## src/rtl/vector_loader_if.sv

```systemverilog
// Stream-in / vector-out bundle for vector_loader: element pairs enter on the
// In* side, packed DIM-wide A/B vectors leave on the Out side.
interface vector_loader_if #(
  parameter int DIM          = 8,
  parameter int A_DATA_WIDTH = 32,
  parameter int B_DATA_WIDTH = 32
);
  localparam int LEN_WIDTH = $clog2(DIM + 1);

  logic                          InValid;
  logic                          InReady;
  logic [A_DATA_WIDTH-1:0]       InA;
  logic [B_DATA_WIDTH-1:0]       InB;
  logic                          InLast;
  logic                          OutValid;
  logic                          OutReady;
  logic [DIM*A_DATA_WIDTH-1:0]   A;
  logic [DIM*B_DATA_WIDTH-1:0]   B;
  logic [LEN_WIDTH-1:0]          OutLen;

  modport master (
    output InValid, InA, InB, InLast, OutReady,
    input  InReady, OutValid, A, B, OutLen
  );

  modport slave (
    input  InValid, InA, InB, InLast, OutReady,
    output InReady, OutValid, A, B, OutLen
  );
endinterface

```

## src/rtl/vector_loader.sv

```systemverilog
// Ping-pong packer: collects (a_i, b_i) pairs into one of two buffers while the
// other is presented downstream; freed buffers are zeroed so short vectors pad.
module vector_loader #(
  parameter int DIM          = 8,
  parameter int A_DATA_WIDTH = 32,
  parameter int B_DATA_WIDTH = 32
) (
  input logic           Clock,
  input logic           Reset_n,
  vector_loader_if.slave bus
);
  localparam int LEN_WIDTH = $clog2(DIM + 1);
  localparam int IDX_WIDTH = $clog2(DIM);
  localparam int AV_WIDTH  = DIM * A_DATA_WIDTH;
  localparam int BV_WIDTH  = DIM * B_DATA_WIDTH;
  localparam logic [IDX_WIDTH-1:0] LAST_IDX = IDX_WIDTH'(DIM - 1);

  logic [AV_WIDTH-1:0]  buf_a_q [2];
  logic [AV_WIDTH-1:0]  buf_a_d [2];
  logic [BV_WIDTH-1:0]  buf_b_q [2];
  logic [BV_WIDTH-1:0]  buf_b_d [2];
  logic [LEN_WIDTH-1:0] len_q   [2];
  logic [LEN_WIDTH-1:0] len_d   [2];
  logic [1:0]           full_q, full_d;
  logic                 wr_ptr_q, wr_ptr_d;
  logic                 rd_ptr_q, rd_ptr_d;
  logic [IDX_WIDTH-1:0] idx_q, idx_d;

  logic in_ready, out_valid, in_fire, out_fire;

  assign in_ready  = ~full_q[wr_ptr_q];
  assign out_valid = full_q[rd_ptr_q];
  assign in_fire   = bus.InValid & in_ready;
  assign out_fire  = out_valid & bus.OutReady;

  // The read pointer can rest on the buffer being filled, so outputs are masked
  // by the full flag rather than relying on the buffer contents being zero.
  assign bus.InReady  = in_ready;
  assign bus.OutValid = out_valid;
  assign bus.A        = out_valid ? buf_a_q[rd_ptr_q] : '0;
  assign bus.B        = out_valid ? buf_b_q[rd_ptr_q] : '0;
  assign bus.OutLen   = out_valid ? len_q[rd_ptr_q]   : '0;

  always_comb begin
    buf_a_d  = buf_a_q;
    buf_b_d  = buf_b_q;
    len_d    = len_q;
    full_d   = full_q;
    wr_ptr_d = wr_ptr_q;
    rd_ptr_d = rd_ptr_q;
    idx_d    = idx_q;

    if (out_fire) begin
      buf_a_d[rd_ptr_q] = '0;
      buf_b_d[rd_ptr_q] = '0;
      len_d[rd_ptr_q]   = '0;
      full_d[rd_ptr_q]  = 1'b0;
      rd_ptr_d          = ~rd_ptr_q;
    end

    // out_fire needs full[rd] and in_fire needs !full[wr], so they never touch
    // the same buffer in one cycle.
    if (in_fire) begin
      buf_a_d[wr_ptr_q][idx_q*A_DATA_WIDTH +: A_DATA_WIDTH] = bus.InA;
      buf_b_d[wr_ptr_q][idx_q*B_DATA_WIDTH +: B_DATA_WIDTH] = bus.InB;
      if (bus.InLast || idx_q == LAST_IDX) begin
        full_d[wr_ptr_q] = 1'b1;
        len_d[wr_ptr_q]  = LEN_WIDTH'(idx_q) + LEN_WIDTH'(1);
        wr_ptr_d         = ~wr_ptr_q;
        idx_d            = '0;
      end else begin
        idx_d = idx_q + IDX_WIDTH'(1);
      end
    end
  end

  always_ff @(posedge Clock or negedge Reset_n) begin
    if (!Reset_n) begin
      buf_a_q[0] <= '0;
      buf_a_q[1] <= '0;
      buf_b_q[0] <= '0;
      buf_b_q[1] <= '0;
      len_q[0]   <= '0;
      len_q[1]   <= '0;
      full_q     <= '0;
      wr_ptr_q   <= 1'b0;
      rd_ptr_q   <= 1'b0;
      idx_q      <= '0;
    end else begin
      buf_a_q  <= buf_a_d;
      buf_b_q  <= buf_b_d;
      len_q    <= len_d;
      full_q   <= full_d;
      wr_ptr_q <= wr_ptr_d;
      rd_ptr_q <= rd_ptr_d;
      idx_q    <= idx_d;
    end
  end
endmodule

```

## src/flat_wrapper.sv

```systemverilog
// flat-port wrapper written by rule: the top's interface ports become plain ports
module vector_loader_flat 
#(
  parameter int DIM          = 8,
  parameter int A_DATA_WIDTH = 32,
  parameter int B_DATA_WIDTH = 32
)
  (Clock, Reset_n, bus_InValid, bus_InA, bus_InB, bus_InLast, bus_OutReady, bus_InReady, bus_OutValid, bus_A, bus_B, bus_OutLen);
  vector_loader_if #(.DIM(DIM), .A_DATA_WIDTH(A_DATA_WIDTH), .B_DATA_WIDTH(B_DATA_WIDTH)) bus_i ();
  input logic Clock;
  input logic Reset_n;
  input wire logic [$bits(bus_i.InValid)-1:0] bus_InValid;
  input wire logic [$bits(bus_i.InA)-1:0] bus_InA;
  input wire logic [$bits(bus_i.InB)-1:0] bus_InB;
  input wire logic [$bits(bus_i.InLast)-1:0] bus_InLast;
  input wire logic [$bits(bus_i.OutReady)-1:0] bus_OutReady;
  output wire logic [$bits(bus_i.InReady)-1:0] bus_InReady;
  output wire logic [$bits(bus_i.OutValid)-1:0] bus_OutValid;
  output wire logic [$bits(bus_i.A)-1:0] bus_A;
  output wire logic [$bits(bus_i.B)-1:0] bus_B;
  output wire logic [$bits(bus_i.OutLen)-1:0] bus_OutLen;
  assign bus_i.InValid = bus_InValid;
  assign bus_i.InA = bus_InA;
  assign bus_i.InB = bus_InB;
  assign bus_i.InLast = bus_InLast;
  assign bus_i.OutReady = bus_OutReady;
  assign bus_InReady = bus_i.InReady;
  assign bus_OutValid = bus_i.OutValid;
  assign bus_A = bus_i.A;
  assign bus_B = bus_i.B;
  assign bus_OutLen = bus_i.OutLen;
  vector_loader #(.DIM(DIM), .A_DATA_WIDTH(A_DATA_WIDTH), .B_DATA_WIDTH(B_DATA_WIDTH)) u_core (.Clock(Clock), .Reset_n(Reset_n), .bus(bus_i));
endmodule
```

## config.mk

```make
export PLATFORM = sky130hd
export DESIGN_NAME = vector_loader_flat
export DESIGN_NICKNAME = d
export VERILOG_FILES = /design/src/rtl/vector_loader_if.sv /design/src/rtl/vector_loader.sv /design/src/flat_wrapper.sv
export SDC_FILE = /design/constraint.sdc
export NUM_CORES = 2
export LEC_CHECK = 0
export CAP_MARGIN = 20
export CORE_ASPECT_RATIO = 2
export CORE_MARGIN = 10
export CORE_UTILIZATION = 25
export CTS_BUF_LIST = sky130_fd_sc_hd__clkbuf_4 sky130_fd_sc_hd__clkbuf_8
export CTS_CLUSTER_DIAMETER = 100
export CTS_CLUSTER_SIZE = 20
export DETAILED_ROUTE_END_ITERATION = 8
export PLACE_DENSITY_LB_ADDON = 0.05
export REMOVE_ABC_BUFFERS = 1
export SETUP_SLACK_MARGIN = 0.2
export SLEW_MARGIN = 15
export SYNTH_ARGS = -nofsm -noshare
export SYNTH_HDL_FRONTEND = slang
export SYNTH_SLANG_ARGS = --single-unit
```

## constraint.sdc

```tcl
create_clock -name Clock -period 3.4 [get_ports Clock]
set_clock_uncertainty 0.05 [all_clocks]
set_input_delay 1.02 -clock Clock [delete_from_list [all_inputs] [get_ports Clock]]
set_output_delay 1.02 -clock Clock [all_outputs]
set_load 0.01 [all_outputs]
```

---- Word level (Yosys, flattened, before mapping) ----
Index checks and enable logic that the tools add are counted.
word-level totals
  flip-flop bits (word level) ............. 1039
  memories kept ........................... 0
  bits in writable memories ............... 0
  latch bits .............................. 0
  logic and storage cells ................. 88
  ROM bits ................................ 0
  output and inout port bits .............. 518
cells by class
  equality and inequality tests ........... 1
  bitwise operators ....................... 15
  $lt $le $gt $ge ......................... 8
  div/mod/pow operators ................... 0
  shifts and indexed selects .............. 3
  $add $sub $neg .......................... 3
  reduce and logical (&&, ||, !) cells .... 6
  multiplexer cells ....................... 42
  multipliers ............................. 0
operators with widths
  operator                                                                      count
  256-bit 2-to-1 mux                                                            10
  512-bit 2-to-1 mux                                                            4
  512-bit AND                                                                   2
  512-bit bitwise mux                                                           2
  256-bit demux with 1-bit select                                               2
  512-bit inverter                                                              1
  32-bit by 34-bit indexed part select with 256-bit output                      2
  32-bit by 34-bit variable shift with 256-bit output, first input constant     1
  8-bit negation with 34-bit output                                             1
  4-bit 2-to-1 mux                                                              6
  8-bit 2-to-1 mux                                                              3
  8-bit AND                                                                     1
  8-bit bitwise mux                                                             1
  4-bit demux with 1-bit select                                                 2
  8-bit inverter                                                                1
  1-bit 2-to-1 mux                                                              6
  2-bit 2-to-1 mux                                                              3
  3-bit by 1-bit adder with 4-bit output, second input constant                 1
  2-bit greater-or-equal comparator, second input constant                      2
  1-bit logical AND                                                             4
  1-bit by 2-bit less-than comparator with 1-bit output, second input constant  2
  2-bit by 1-bit less-than comparator with 1-bit output, second input constant  2
  1-bit inverter with 2-bit output                                              2
  3-bit by 1-bit adder with 3-bit output, second input constant                 1
  11 further kinds                                                              16

---- Longest topological paths before layout ----
  depth in word-level cells ............... 11
  gate-level depth with buffers ........... 12
  depth with buffers taken out ............ 6

---- Least setup slack after synthesis ----
OpenSTA, ideal clock, no wires.
  path kind ............................... flip-flop to flip-flop
  from .................................... register u_core.idx_q[0]
  to ...................................... register u_core.buf_a_q[356] (netlist name)
  setup slack ............................. 0.841 ns
  buffers on the path ..................... 5
  arrival time ............................ 2.379 ns
  stages on the path, launching flop included .. 12
  setup time .............................. 0.131 ns
  cells stage by stage .................... dfrtp_1 -> buf_6 -> buf_2 -> buf_2 -> inv_1 -> ha_1 -> ha_1 -> nor2b_1 -> nand4b_1 -> buf_2 -> buf_2 -> mux2i_1
RTL lines
  item                      line                 source
  start: declaration        vector_loader.sv:27  logic [IDX_WIDTH-1:0] idx_q, idx_d;
  start signal: assignment  vector_loader.sv:96  idx_q <= idx_d;
  end signal: assignment    vector_loader.sv:90  buf_a_q <= buf_a_d;
  end: declaration          vector_loader.sv:18  logic [AV_WIDTH-1:0] buf_a_q [2];

---- Worst setup path after layout ----
  from .................................... register u_core.rd_ptr_q
  to ...................................... output bus_A[166]
between the ends
  longest elaborated chain between the ends .. 5
RTL lines
  item                                                    line                 source
  start: declaration                                      vector_loader.sv:26  logic rd_ptr_q, rd_ptr_d;
  start signal: assignment                                vector_loader.sv:95  rd_ptr_q <= rd_ptr_d;
  1-bit inverter with 2-bit output (implied by the code)  vector_loader.sv:40  assign bus.A = out_valid ? buf_a_q[rd_ptr_q] : '0;
  256-bit 2-to-1 mux (implied by the code) (3 in a row)   vector_loader.sv:40
  256-bit 2-to-1 mux (*)                                  vector_loader.sv:40
  end: declaration                                        flat_wrapper.sv:19   output wire logic [$bits(bus_i.A)-1:0] bus_A;
Mark *: on every way between the ends. The rest lies on a longest branch, timed or not. The select of a mux whose other input is x is not followed.

==> reports/qor.csv <==
stage,metric,value,unit
outcome,status,finished with violations,
layout,layout-drive-gt1-share,11.5,%
detailed_routing,ant_nets,0,
critical_path,start_kind,register,
logic_synthesis,synth.area.top_cells,"dfrtp_1 (51%), mux2i_1 (30%), nand2_1 (9.3%), nor2_1 (3.8%), buf_2 (1.3%)",
flow_run,cap_violations,0,
power_and_ir_drop,powerDensity,610,nW/um^2
sta,relSlewSlack,51.9,%
sta,holdWs,482,ps
detailed_routing,avgViaCountPerCell,4.54,
logic_synthesis,syn_area,50900,sq um
grt,grt_pass1_wl,311,mm
sta,max_freq,252,MHz
sta,setup_tns,-196640,ps
sta,grt_setup_unrepaired,yes,
detailed_routing,drt-wirelength-per-cell,26.4,um
hold_path,whs_endpoint,u_core.buf_a_q[266],
sta,fin_ws,-573,ps
critical_path,path_max_fanout,18,
layout,final_net_count,5578,
critical_path,r2r_start,u_core.idx_q[0],
hold_path,hold_path_depth,2,
logic_synthesis,ys_dominant_reg_cell,dfrtp_1,
logic_synthesis,syn_area_per_cell,10.5,sq um
floorplanning,core,203000,sq um
grt,grt_usage,18.6,%
critical_path,endpoint_kind,output port,
floorplanning,dieHeight,658,um
logic_synthesis,synth_top_cell_by_area,dfrtp_1,
clock_tree,clk_latency,840,ps
clock_tree,cts_root_buf,clkbuf_8,
logic_synthesis,synth_top_area_share,51.1,%
place,dpl_worst_slack,4.28,ps
grt,grt_max_degree,112,
detailed_routing,drt-initial-drc-count,1969,
layout,final-instance-count-excl-fill,8229,
layout,syn_to_final_growth,25.7,%
logic_synthesis,seq_area_frac_synth,51.1,%
critical_path,cp.arrival,2900,ps
floorplanning,dieWidth,339,um
critical_path,critPathKind,reg2out,
clock_tree,ctsHtreeMaxLevel,2,
sta,hold_viol_final,0,
place,gp_congestion,0.745,
logic_synthesis,synth_edf_count,0,
detailed_routing,firstDrtPassIters,7,
floorplanning,num_io_pins,587,
clock_tree,cts_buffers,58,
sta,worst_pin_slew,722,ps
outcome,failed_checks,negative setup slack,
sta,setup_viol,518,
logic_synthesis,ys_warn_count,0,
logic_synthesis,synth.distinct_cells,30,
critical_path,r2r-end,u_core.buf_a_q[391],
logic_synthesis,synth_cells,4859,
critical_path,reg2reg_depth,7,
sta,period_share,117,%
hold_path,min_path_type,reg2reg,
floorplanning,rows,234,
clock_tree,clockBufferDepth,3,
power_and_ir_drop,leakagePower,35.3,nW
place,placed_cells,8109,
grt,antenna_found_initial,8,
logic_synthesis,ys_async_sr_fraction,100,%
sta,drv_slew,0,
place,dp_hpwl,144,mm
floorplanning,dieArea,223000,sq um
clock_tree,clk_pin_slew,140,ps
place,io_buffers,586,
floorplanning,start_util,25.1,%
grt,grt-ovfl-total,0,
critical_path,rrSetupSlack,490,ps
logic_synthesis,ys_ff_latch,1039,
hold_path,min_from,u_core.buf_a_q[266],
power_and_ir_drop,irDropWorstVdd,0.000524,V
clock_tree,clkSinkCount,1039,
clock_tree,tritoncts,built,
detailed_routing,drc_errors,0,
sta,fin_crit,3970,ps
detailed_routing,vias,37319,
critical_path,required,2330,ps
grt,grt_pass1_vias,40496,
detailed_routing,routed_wirelength,217,mm
cells by family (layout without fill, tap and decap cells):
| kind of cell | count (synthesis) | after routing | share of synthesized area, % |
|---|---|---|---|
| AND/OR/NAND/NOR | 1820 | 1820 | 13.7 |
| multiplexers | 1547 | 1547 | 30.4 |
| flip-flops | 1039 | 1039 | 51.1 |
| buffers and inverters | 438 | 1089 | 4.50 |
| AO/OA/AOI/OAI | 10 | 10 | 0.145 |
| adder cells (fa/ha/maj) | 5 | 5 | 0.123 |
| other | 0 | 5 | 0 |
metal layers:
| metal | global-route usage [%] | share of wire, % | up-vias |
|---|---|---|---|
| li1 | - | - | 17202 |
| met1 | 24.6 | 45 | 19322 |
| met2 | 32.8 | 50 | 676 |
| met3 | 2.26 | 3.3 | 119 |
| met4 | 3.07 | 1.4 | 0 |
| met5 | 0 | 0 | - |
power breakdown:
part           total [mW]  internal [mW]  switching (mW)  leakage [nW]
logic                18.0           7.20            10.8          20.4
clock network        6.05           1.65            4.40         0.459
registers            15.0           14.0            1.01          14.4
worst max-delay path, cell delays in order, from the launching register on:
cell and delay [ps]:
dfrtp_4 520, buf_16 220, buf_4 310, mux2i_1 390, nor2_1 80, clkdlybuf4s50_1 500
final cells by class:
class                           instances  area (sq um)
Antenna cell                            5          12.5
Clock buffer                           63           855
Clock inverter                          3          28.8
Fill cell                           21113        139000
Inverter                               67           251
Multi-Input combinational cell       3382         23200
Sequential cell                      1039         26000
Tap cell                             2714          3400
Timing Repair Buffer                  956         10300
state kept, by name, indices dropped and copies added (netlist names):
register and count:
u_core.rd_ptr_q 1, u_core.buf_a_q 512, u_core.idx_q 3, u_core.wr_ptr_q 1, u_core.len_q 8, u_core.buf_b_q 512
u_core.full_q 2
synthesized netlist by cell type, types with 4 or more instances:
library cell and instances:
buf_1 8, buf_2 131, buf_4 52, buf_6 38
clkbuf_1 142, dfrtp_1 1039, ha_1 5, inv_1 67
mux2i_1 1546, nand2_1 1257, nand3_1 8, nand4_1 8
nand4b_1 5, nor2_1 521, nor2b_1 4, o21ai_0 6
cells in the final DEF, fill, tap and decap left out, types with 6 or more instances in the layout:
master	Yosys	layout
buf_2	131	30
dlymetal6s2s_1	0	38
buf_12	0	94
dfrtp_1	1039	1037
clkdlybuf4s50_1	0	397
nand4_1	8	8
nand2_1	1257	1257
clkbuf_2	0	39
clkbuf_8	0	61
mux2i_4	0	14
o21ai_0	6	6
clkbuf_16	0	12
nor2_1	521	497
nand3_1	8	8
mux2i_2	0	61
clkdlybuf4s15_2	0	6
inv_1	67	67
buf_6	38	15
dlygate4sd2_1	0	68
nor2_4	0	10
buf_8	0	11
nor2_2	0	14
mux2i_1	1546	1471
buf_4	52	223
buf_16	0	21
worst max path at each step:
stage	startpoint	to	slack [ps]
after floorplan	u_core.rd_ptr_q	bus_A[0]	-75100
after global placement	u_core.rd_ptr_q	bus_B[188]	50
after detailed placement	u_core.rd_ptr_q	bus_B[91]	4
after CTS	u_core.rd_ptr_q	bus_A[212]	-740
after global routing	u_core.rd_ptr_q	bus_A[212]	-730
final	u_core.rd_ptr_q	bus_A[166]	-570
repair_timing:
action,4_1_cts,5_1_grt
pin swaps,0,3
gates cloned,7,15
hold buffers,1,0
setup buffers,14,12
gates resized for setup,286,259
endpoints found under the setup margin,518,518
endpoints found under the hold margin,15,0
stage by stage:
stage | area (sq um) | utilization [%] | power (mW)
finish | 64000 | 31.5 | 39.0
global route | 64000 | 31.5 | 41.4
CTS | 63300 | 31.2 | 38.5
detailed placement | 61800 | 30.5 | 31.1
global placement | 61800 | 30.5 | 31.1
floorplan | 48900 | - | 21.4
(Power assumes the default switching activity.)
